===== src/rtl/spi_slave_port.sv =====
// SPI mode-0 slave endpoint: oversampled SCLK/SS/MOSI, MSB-first full-duplex
// word transfer to a ready/ack receive port and a single-entry transmit holding register.
module spi_slave_port #(
  parameter int                    DATA_WIDTH  = 8,
  parameter int                    SYNC_STAGES = 2,
  parameter logic [DATA_WIDTH-1:0] IDLE_TX     = '0
) (
  input  logic                  block_clk_i,
  input  logic                  rst_low_i,
  input  logic                  spi_sclk_i,
  input  logic                  spi_ss_i,
  input  logic                  spi_mosi_i,
  output logic                  spi_miso_o,
  output logic                  spi_miso_oe_o,
  output logic [DATA_WIDTH-1:0] rx_data_o,
  output logic                  rx_valid_o,
  input  logic                  rx_ack_i,
  output logic                  rx_overrun_o,
  input  logic [DATA_WIDTH-1:0] tx_data_i,
  input  logic                  tx_load_i,
  output logic                  tx_ready_o,
  output logic                  tx_underrun_o,
  input  logic                  flag_clr_i,
  output logic                  frame_active_o,
  output logic                  frame_end_o
);

  localparam int             CW       = (DATA_WIDTH > 1) ? $clog2(DATA_WIDTH) : 1;
  localparam logic [CW-1:0]  LAST_BIT = CW'(DATA_WIDTH - 1);

  typedef enum logic {IDLE, ACTIVE} state_t;

  state_t state, state_next;

  logic [SYNC_STAGES-1:0] sclk_sync, ss_sync, mosi_sync;
  logic                   sclk_hist, ss_hist;
  logic                   sclk_s, ss_s, mosi_s;
  logic                   sclk_rise, sclk_fall, ss_rise, ss_fall;

  logic                  start_frame, end_frame, rx_edge, tx_edge;
  logic                  word_done, reload, reload_full, load_accept;
  logic [CW-1:0]         bit_cnt;
  logic [DATA_WIDTH-2:0] rx_shift;
  logic [DATA_WIDTH-1:0] rx_word;
  logic [DATA_WIDTH-1:0] tx_shift;
  logic [DATA_WIDTH-1:0] hold;

  // Synchroniser chains start at 0, so a select held low through reset
  // release is not mistaken for a new frame start.
  always_ff @(posedge block_clk_i or negedge rst_low_i) begin
    if (!rst_low_i) begin
      sclk_sync <= '0;
      ss_sync   <= '0;
      mosi_sync <= '0;
      sclk_hist <= 1'b0;
      ss_hist   <= 1'b0;
    end else begin
      // NOTE: non-blocking assignments let every flop sample the old value of
      // its neighbour, which is what makes this a shift chain.
      sclk_sync <= {sclk_sync[SYNC_STAGES-2:0], spi_sclk_i};
      ss_sync   <= {ss_sync[SYNC_STAGES-2:0], spi_ss_i};
      mosi_sync <= {mosi_sync[SYNC_STAGES-2:0], spi_mosi_i};
      sclk_hist <= sclk_s;
      ss_hist   <= ss_s;
    end
  end

  assign sclk_s    = sclk_sync[SYNC_STAGES-1];
  assign ss_s      = ss_sync[SYNC_STAGES-1];
  assign mosi_s    = mosi_sync[SYNC_STAGES-1];
  assign sclk_rise = sclk_s & ~sclk_hist;
  assign sclk_fall = ~sclk_s & sclk_hist;
  assign ss_rise   = ss_s & ~ss_hist;
  assign ss_fall   = ~ss_s & ss_hist;

  always_ff @(posedge block_clk_i or negedge rst_low_i) begin
    if (!rst_low_i) state <= IDLE;
    else            state <= state_next;
  end

  always_comb begin
    // NOTE: every signal gets a default before the case so no path leaves it
    // unassigned, which would otherwise infer a latch.
    state_next  = state;
    start_frame = 1'b0;
    end_frame   = 1'b0;
    rx_edge     = 1'b0;
    tx_edge     = 1'b0;
    case (state)
      IDLE: begin
        if (ss_fall) begin
          state_next  = ACTIVE;
          start_frame = 1'b1;
        end
      end
      ACTIVE: begin
        if (ss_rise) begin
          state_next = IDLE;
          end_frame  = 1'b1;
        end else begin
          rx_edge = sclk_rise;
          tx_edge = sclk_fall;
        end
      end
      default: state_next = IDLE;
    endcase
  end

  assign rx_word     = {rx_shift, mosi_s};
  assign word_done   = rx_edge && (bit_cnt == LAST_BIT);
  // Frame start and every word boundary on the falling edge fetch the next reply.
  assign reload      = start_frame || (tx_edge && (bit_cnt == '0));
  assign reload_full = reload && !tx_ready_o;
  assign load_accept = tx_load_i && (tx_ready_o || reload_full);

  always_ff @(posedge block_clk_i or negedge rst_low_i) begin
    if (!rst_low_i) begin
      bit_cnt  <= '0;
      rx_shift <= '0;
    end else if (start_frame) begin
      bit_cnt <= '0;
    end else if (rx_edge) begin
      rx_shift <= rx_word[DATA_WIDTH-2:0];
      bit_cnt  <= word_done ? '0 : bit_cnt + 1'b1;
    end
  end

  always_ff @(posedge block_clk_i or negedge rst_low_i) begin
    if (!rst_low_i) begin
      rx_data_o    <= '0;
      rx_valid_o   <= 1'b0;
      rx_overrun_o <= 1'b0;
    end else begin
      if (word_done && (!rx_valid_o || rx_ack_i)) begin
        rx_data_o  <= rx_word;
        rx_valid_o <= 1'b1;
      end else if (rx_ack_i) begin
        rx_valid_o <= 1'b0;
      end
      if (word_done && rx_valid_o && !rx_ack_i) rx_overrun_o <= 1'b1;
      else if (flag_clr_i)                      rx_overrun_o <= 1'b0;
    end
  end

  // MISO is the shifter MSB; clearing the shifter on deselect parks MISO low.
  always_ff @(posedge block_clk_i or negedge rst_low_i) begin
    if (!rst_low_i) begin
      tx_shift      <= '0;
      hold          <= '0;
      tx_ready_o    <= 1'b1;
      tx_underrun_o <= 1'b0;
    end else begin
      if (end_frame)    tx_shift <= '0;
      else if (reload)  tx_shift <= reload_full ? hold : IDLE_TX;
      else if (tx_edge) tx_shift <= {tx_shift[DATA_WIDTH-2:0], 1'b0};

      if (load_accept)      hold <= tx_data_i;
      if (load_accept)      tx_ready_o <= 1'b0;
      else if (reload_full) tx_ready_o <= 1'b1;

      if (reload && !reload_full) tx_underrun_o <= 1'b1;
      else if (flag_clr_i)        tx_underrun_o <= 1'b0;
    end
  end

  always_ff @(posedge block_clk_i or negedge rst_low_i) begin
    if (!rst_low_i) frame_end_o <= 1'b0;
    else            frame_end_o <= end_frame;
  end

  assign spi_miso_o     = tx_shift[DATA_WIDTH-1];
  assign spi_miso_oe_o  = (state == ACTIVE);
  assign frame_active_o = (state == ACTIVE);

endmodule


===== config.mk =====
export PLATFORM = sky130hd
export DESIGN_NAME = spi_slave_port
export DESIGN_NICKNAME = d
export VERILOG_FILES = /design/src/rtl/spi_slave_port.sv
export SDC_FILE = /design/constraint.sdc
export NUM_CORES = 1
export LEC_CHECK = 0
export CELL_PAD_IN_SITES_DETAIL_PLACEMENT = 1
export CELL_PAD_IN_SITES_GLOBAL_PLACEMENT = 1
export CORE_AREA = 2 2 72 68
export CTS_CLUSTER_DIAMETER = 100
export CTS_CLUSTER_SIZE = 30
export DETAILED_ROUTE_END_ITERATION = 8
export DIE_AREA = 0 0 74 70
export GPL_TIMING_DRIVEN = 0
export PLACE_DENSITY_LB_ADDON = 0.1
export SLEW_MARGIN = 10
export SYNTH_ARGS = -nofsm -noshare
export SYNTH_HDL_FRONTEND = slang
export SYNTH_SLANG_ARGS = --single-unit

===== constraint.sdc =====
create_clock -name block_clk_i -period 2.8 [get_ports block_clk_i]
set_clock_uncertainty 0.15 [all_clocks]
set_input_delay 0.42 -clock block_clk_i [delete_from_list [all_inputs] [get_ports block_clk_i]]
set_output_delay 0.42 -clock block_clk_i [all_outputs]
set_load 0.02 [all_outputs]

==> results of run 1 <==
-- cells in the mapped netlist, types with 2 or more instances --
| cell | number | area, um2 |
|---|---|---|
| nand2_1 | 27 | 101 |
| dfrtp_1 | 47 | 1180 |
| mux2_2 | 8 | 90.1 |
| a221o_1 | 6 | 60.1 |
| nor2_1 | 2 | 7.51 |
| a21oi_1 | 3 | 15.0 |
| and2_1 | 9 | 56.3 |
| nor2b_1 | 4 | 25.0 |
| ha_1 | 3 | 37.5 |
| mux2_1 | 8 | 90.1 |
| nand2b_1 | 3 | 18.8 |
| inv_1 | 6 | 22.5 |
| nand3b_1 | 2 | 15.0 |
| buf_2 | 2 | 10.0 |
-- area by class of cell --
cell class	instances	area, um2	area share
flip-flops and latches	48	1200	0.487
multi-input cells	92	668	0.270
repair buffers	33	343	0.139
clock buffers	6	82.6	0.0334
well taps	65	81.3	0.0329
clock inverters	2	38.8	0.0157
plain buffers	5	32.5	0.0132
inverters	6	22.5	0.00911
-- stage by stage --
step                      TNS, ns  worst slack [ns]  utilization  std cells
after floorplan                 0             0.940            -        151
after global placement      -4.54           -0.0986        0.511        247
after detailed placement        0             0.561        0.516        248
after CTS                       0             0.519        0.545        257
after global routing            0             0.453        0.545        257
final                           0             0.648        0.545        257
-- power breakdown --
group / switching (W) / internal (W) / leakage (nW)
combinational: 0.000112 / 0.000138 / 0.476
clock: 0.000228 / 0.000292 / 0.0614
sequential: 0.0000718 / 0.000803 / 0.616
-- cell families (layout without fill, tap and decap cells) --
| logic type | Yosys count | count (layout) | synth area share |
|---|---|---|---|
| AO/OA/AOI/OAI | 17 | 17 | 0.0754 |
| adder cells (fa/ha/maj) | 3 | 3 | 0.0195 |
| buffers and inverters | 11 | 52 | 0.0286 |
| flip-flops | 48 | 48 | 0.624 |
| multiplexers | 17 | 17 | 0.0988 |
| AND/OR/NAND/NOR | 55 | 55 | 0.153 |
-- critical path, cell delays in order, from the launching register on --
cell	delay [ns]
dfrtp_1	0.40
inv_1	0.06
ha_1	0.18
nor2b_1	0.15
nor4b_1	0.79
and2_1	0.23
a221o_1	0.12
-- flip-flops by register name (all words and copies together), names as in the netlist --
register and cells:
rx_valid_o 1, ss_sync 2, mosi_sync 2, tx_shift 8, sclk_hist 1, frame_end_o 1, ss_hist 1, hold 8
rx_overrun_o 1, tx_underrun_o 1, rx_shift 7, frame_active_o 1, tx_ready_o 1, rx_data_o 8, bit_cnt 3, sclk_sync 2
-- placed cells by master, fill, tap and decap left out, types with 2 or more instances in the layout --
cell	count
nor2b_1	4
ha_1	3
mux2_1	8
nand2_1	27
and2_1	9
mux2_2	8
inv_1	6
a21oi_1	3
nand2b_1	3
clkdlybuf4s50_1	30
clkbuf_8	6
nand3b_1	2
a221o_1	6
dfrtp_1	47
buf_2	3
nor2_1	2
-- per-layer routing --
layer	global-route usage	share of wire	up-vias
li1	-	-	592
met1	0.213	0.45	635
met2	0.272	0.50	27
met3	0.0505	0.041	5
met4	0.0545	0.0094	0
met5	0	0	-
-- worst min-delay path by stage --
stage	start	end	slack, ns	depth (start not counted)
after floorplan	rst_low_i	bit_cnt[0]$_DFFE_PN0P_	-0.03	0
after global placement	mosi_sync[0]$_DFF_PN0_	mosi_sync[1]$_DFF_PN0_	0.18	0
after detailed placement	mosi_sync[0]$_DFF_PN0_	mosi_sync[1]$_DFF_PN0_	0.19	0
after CTS	mosi_sync[0]$_DFF_PN0_	mosi_sync[1]$_DFF_PN0_	0.21	0
after global routing	mosi_sync[0]$_DFF_PN0_	mosi_sync[1]$_DFF_PN0_	0.22	0
final	mosi_sync[0]$_DFF_PN0_	mosi_sync[1]$_DFF_PN0_	0.21	0
==> results by group, run 1 <==
Setup path
  • Reg-to-reg endpoint: tx_shift[2]$_DFFE_PN0P_
  • Worst r2r path cells: 6
  • R2R Setup Slk: 0.65 ns
  • R2r startpoint: bit_cnt[0]$_DFFE_PN0P_
  • Critical path origin: bit_cnt[0]$_DFFE_PN0P_
  • Req. time, crit path: 2.88 ns
  • Critical path class: reg2reg
  • Critical path launch point type: register
  • Worst Setup End Kind: register
  • Data arrival, critical path: 2.24 ns
  • CP endpoint: tx_shift[2]$_DFFE_PN0P_
  • Crit Path Max Fanout: 6

Clock tree
  • Clock transition at path regs: 0.09 ns
  • Clock Path Buffers: 2
  • Worst skew pair latency: 0.30 ns
  • CTS Hold Bufs: 1
  • CTS Buf Count: 5
  • Root Driver: clkbuf_8
  • Clock Sinks: 48
  • CTS tree: built
  • Post-CTS Setup Bufs: 0
  • Post_cts resized: 0
  • CTS HTree Levels: 2

Floorplan
  • Rows: 24
  • IO Pins: 32
  • Die Span Y: 70 um
  • Placeable Area: 0.00453 mm2
  • Starting Density: 0.425
  • Die width: 74 um
  • Die area: 0.00518 mm2

Final layout
  • Antenna cell count: 0
  • Final instance area: 0.00247 mm2
  • Share of cells above drive strength 1: 0.141
  • Fillers: 454
  • Syn-to-layout area delta: 28.3%
  • Final net count: 210

Timing
  • WHS: 0.206 ns
  • Tcrit/Tclk final: 0.769
  • Unrepaired setup endpoints after global routing: no
  • Tmin final: 2.15 ns
  • Max Slew Vio Count: 0
  • Slew @ Worst Pin: 0.911 ns
  • Final hold vios: 0
  • Slew HR: 0.384
  • Setup violators final: 0
  • Achievable Freq: 465 MHz

Drt
  • DR WL/cell: 14.5 um
  • First-pass DRT Iterations: 4
  • Iteration-0 DRC Markers: 59
  • Detail Route Antenna Nets: 0
  • Vias/cell: 4.90
  • Routed wire length: 3.73 mm
  • Total vias in the final route: 1259
  • DRC viols: 0

Synthesis
  • Synthesized flop and latch total: 48
  • Post-synth EDFFs: 0
  • Yosys warns: 0
  • Syn Inst Count: 151
  • Synth cell types: 35
  • Synthesized area: 0.00193 mm2
  • Syn_nets: 170
  • Seq/Total Area, Yosys: 0.624
  • Avg Synthesized Cell Area: 12.8 um2
  • Fraction of registers with async set/reset: 1.00
  • Ys flop type: dfrtp_1

GRT
  • Antenna violations before repair: 0
  • Largest net degree at the start of global routing: 26
  • Number of global-route vias before repair: 1397
  • GRT Total Usage: 0.168
  • Overflow after GRT: 0
  • First-pass GRT wire length: 6.53 mm

Place
  • GP Congestion: 0.710
  • PortBufs: 31
  • DP HPWL: 2.79 mm
  • Dpl cell area: 0.00234 mm2

Worst hold path
  • Hold WC Path Type: reg2reg

Power and ir drop
  • Worst vdd ir: 0.419 mV
  • PnR Total Power: 0.00164 W
  • Static Leak: 1.15 nW
  • PwrDens: 666 mW/mm2

Job
  • Max Cap Viol: 0

Outcome
  • Status: finished, final reports clean
Note: power is estimated with default switching activity, not from simulation.
==> inputs of run 2 (changes only) <==
CORE_AREA = 2 2 75 70   (was 2 2 72 68)
DIE_AREA = 0 0 77 72   (was 0 0 74 70)
clock period = 2 ns   (was 2.8 ns; I/O delays follow)
==> results by group, run 2 (synthesized netlist as in run 1, its figures left out) <==
Clock tree
  • Clock Sinks: 48 (unchanged)
  • Root Driver: clkbuf_8
  • Clock transition at path regs: 0.09 ns (about the same)
  • CTS HTree Levels: 2 (unchanged)
  • Clock Path Buffers: 2 (unchanged)
  • CTS Buf Count: 5 (unchanged)
  • CTS tree: built
  • Worst skew pair latency: 0.30 ns (about the same)

Setup path
  • Critical path launch point type: register
  • Crit Path Max Fanout: 8 (+2)
  • Critical path class: reg2reg
  • Data arrival, critical path: 1.96 ns (-0.28 ns)
  • Req. time, crit path: 2.03 ns (-0.85 ns)
  • R2R Setup Slk: 0.07 ns (-0.58 ns)
  • R2r startpoint: bit_cnt[1]$_DFFE_PN0P_
  • Worst r2r path cells: 7 (+1)
  • Reg-to-reg endpoint: hold[4]$_DFFE_PN0N_
  • Worst Setup End Kind: register

Floorplan
  • Die area: 0.00554 mm2 (+7.0%)
  • Die width: 77 um (+4.1%)
  • Starting Density: 0.406 (-0.0188)
  • Die Span Y: 72 um (+2.9%)
  • IO Pins: 32 (unchanged)
  • Rows: 24 (unchanged)
  • Placeable Area: 0.00474 mm2 (+4.6%)

Final layout
  • Footprint of the multi-input gates: 703 um2 (+5.2%)
  • Register area: 0.00120 mm2 (unchanged)
  • Fillers: 517 (+14%)
  • Most common cell after layout, fill and taps aside: dfrtp_1
  • Share of cells above drive strength 1: 0.164 (+0.0235)
  • Top Registers: hold: 8 flops, rx_data_o: 8 flops, tx_shift: 8 flops
  • Final net count: 213 (+1.4%)
  • Antenna cell count: 0 (unchanged)
  • Non-Filler Instances: 260 (+1.2%)
  • Syn-to-layout area delta: 30.1%
  • Most frequent cells in the layout: 47 x dfrtp_1, 29 x clkdlybuf4s50_1, 27 x nand2_1

Power and ir drop
  • Comb pwr share: 0.178 (+0.026)
  • Clk pwr share: 0.265 (-0.051)
  • Net Sw Power: 0.000572 W (+39%)
  • PwrDens: 876 mW/mm2 (+32%)
  • Sequential Power Share: 0.557 (+0.025)
  • Internal: 0.00162 W (+32%)
  • Sw Share: 0.260 (+0.00967)
  • Worst vdd ir: 0.504 mV (+20%)
  • Static Leak: 1.18 nW (+2.1%)

Place
  • PortBufs: 31 (unchanged)
  • GP Congestion: 0.780 (+9.9%)
  • DP HPWL: 2.94 mm (+5.4%)
  • Placed instance count: 248 (unchanged)
  • Dpl ws: -0.203 ns (-0.764 ns)

Drt
  • Detail Route Antenna Nets: 0 (unchanged)
  • Routed wire length: 3.89 mm (+4.4%)
  • DRC viols: 0 (unchanged)
  • Vias/cell: 4.93 (+0.57%)
  • First-pass DRT Iterations: 4 (unchanged)
  • Total vias in the final route: 1281 (+1.7%)
  • Iteration-0 DRC Markers: 39 (-34%)
  • DR WL/cell: 15.0 um (+3.2%)

Worst hold path
  • Hold WC Path Type: reg2reg
  • WHS Endpoint: ss_sync[1]$_DFF_PN0_
  • Hold path start: ss_sync[0]$_DFF_PN0_
  • Hold depth: 0 (unchanged)

Timing
  • Setup violators final: 0 (unchanged)
  • Final TNS setup: 0 ns (unchanged)
  • Tcrit/Tclk final: 0.966 (+0.197)
  • Final Worst Setup Slack: 0.0681 ns (-0.580 ns)
  • Achievable Freq: 518 MHz (+11%)
  • WHS: 0.200 ns (-0.00502 ns)
  • Slew HR: 0.649 (+0.265)
  • Final hold vios: 0 (unchanged)
  • Tmin final: 1.93 ns (-0.220 ns)
  • Max Slew Vio Count: 0 (unchanged)
  • Unrepaired setup endpoints after global routing: yes
  • Slew @ Worst Pin: 0.525 ns (-0.386 ns)

Outcome
  • Status: finished, final reports clean

GRT
  • Largest net degree at the start of global routing: 28 (+7.7%)
  • Antenna violations before repair: 0 (unchanged)
  • Number of global-route vias before repair: 1409 (+0.86%)
  • GRT Total Usage: 0.160 (-0.00735)
  • Overflow after GRT: 0 (unchanged)
  • First-pass GRT wire length: 6.91 mm (+5.8%)

Job
  • Max Cap Viol: 0 (unchanged)
-- run 2: repair_timing --
item                       in CTS  in global routing
setup endpoints to repair      15                 18
resized for setup               2                  5
setup buffers                   2                  1
hold buffers                    1                  0
pin swaps                       2                  3
hold endpoints to repair       20                  0
-- run 2: worst max-delay path, stage by stage, from the launching register on --
cell	delay, ns
dfrtp_1	0.38
inv_1	0.05
ha_1	0.17
nor2b_4	0.14
a41o_4	0.31
o21ai_4	0.14
buf_12	0.14
mux2_2	0.33
-- run 2: final cells by class --
cell class	instances	share of cell area
Sequential cell	48	0.480
Multi-Input combinational cell	92	0.281
Timing Repair Buffer	36	0.147
Clock buffer	7	0.0345
Tap cell	65	0.0325
Buffer	5	0.0130
Inverter	6	0.00899
Clock inverter	1	0.00300
-- run 2: power by group through the flow --
stage          clock network (W)  registers (W)  logic [W]
4_1_cts                 0.000613        0.00122   0.000383
2_1_floorplan                  0        0.00122   0.000212
3_5_place_dp                   0        0.00124   0.000363
6_report                0.000581        0.00122   0.000392
5_1_grt                 0.000654        0.00125   0.000437
3_3_place_gp                   0        0.00123   0.000333
-- run 2: through the flow --
stage | instance area (um2) | util | total power, W
global placement | 2320 | 0.488 | 0.00156
CTS | 2470 | 0.520 | 0.00222
floorplan | 1930 | - | 0.00144
finish | 2500 | 0.528 | 0.00220
detailed placement | 2330 | 0.492 | 0.00160
global route | 2500 | 0.528 | 0.00234
-- run 2: worst max path at each step --
| stage | startpoint | end | depth (start not counted) |
|---|---|---|---|
| final | bit_cnt[1]$_DFFE_PN0P_ | hold[4]$_DFFE_PN0N_ | 7 |
| after CTS | bit_cnt[0]$_DFFE_PN0P_ | hold[6]$_DFFE_PN0N_ | 7 |
| after floorplan | bit_cnt[0]$_DFFE_PN0P_ | hold[0]$_DFFE_PN0N_ | 6 |
| after detailed placement | bit_cnt[0]$_DFFE_PN0P_ | tx_shift[2]$_DFFE_PN0P_ | 6 |
| after global placement | rst_low_i | tx_underrun_o$_DFFE_PN0P_ | 1 |
| after global routing | bit_cnt[0]$_DFFE_PN0P_ | hold[0]$_DFFE_PN0N_ | 7 |
-- run 2: metal layers --
layer | track usage | share of wire | routed length (um) | up-vias
li1 | - | - | - | 601
met1 | 0.210 | 0.43 | 1690 | 649
met2 | 0.264 | 0.51 | 1990 | 27
met3 | 0.0423 | 0.045 | 176 | 4
met4 | 0.0536 | 0.0085 | 33 | 0
met5 | 0 | 0 | 0 | -
==> inputs of run 3 (changes only) <==
TNS_END_PERCENT = 30   (was not set)
==> results of run 3 <==
Same layout as run 2: the final DEF is identical, and so are final timing and power.
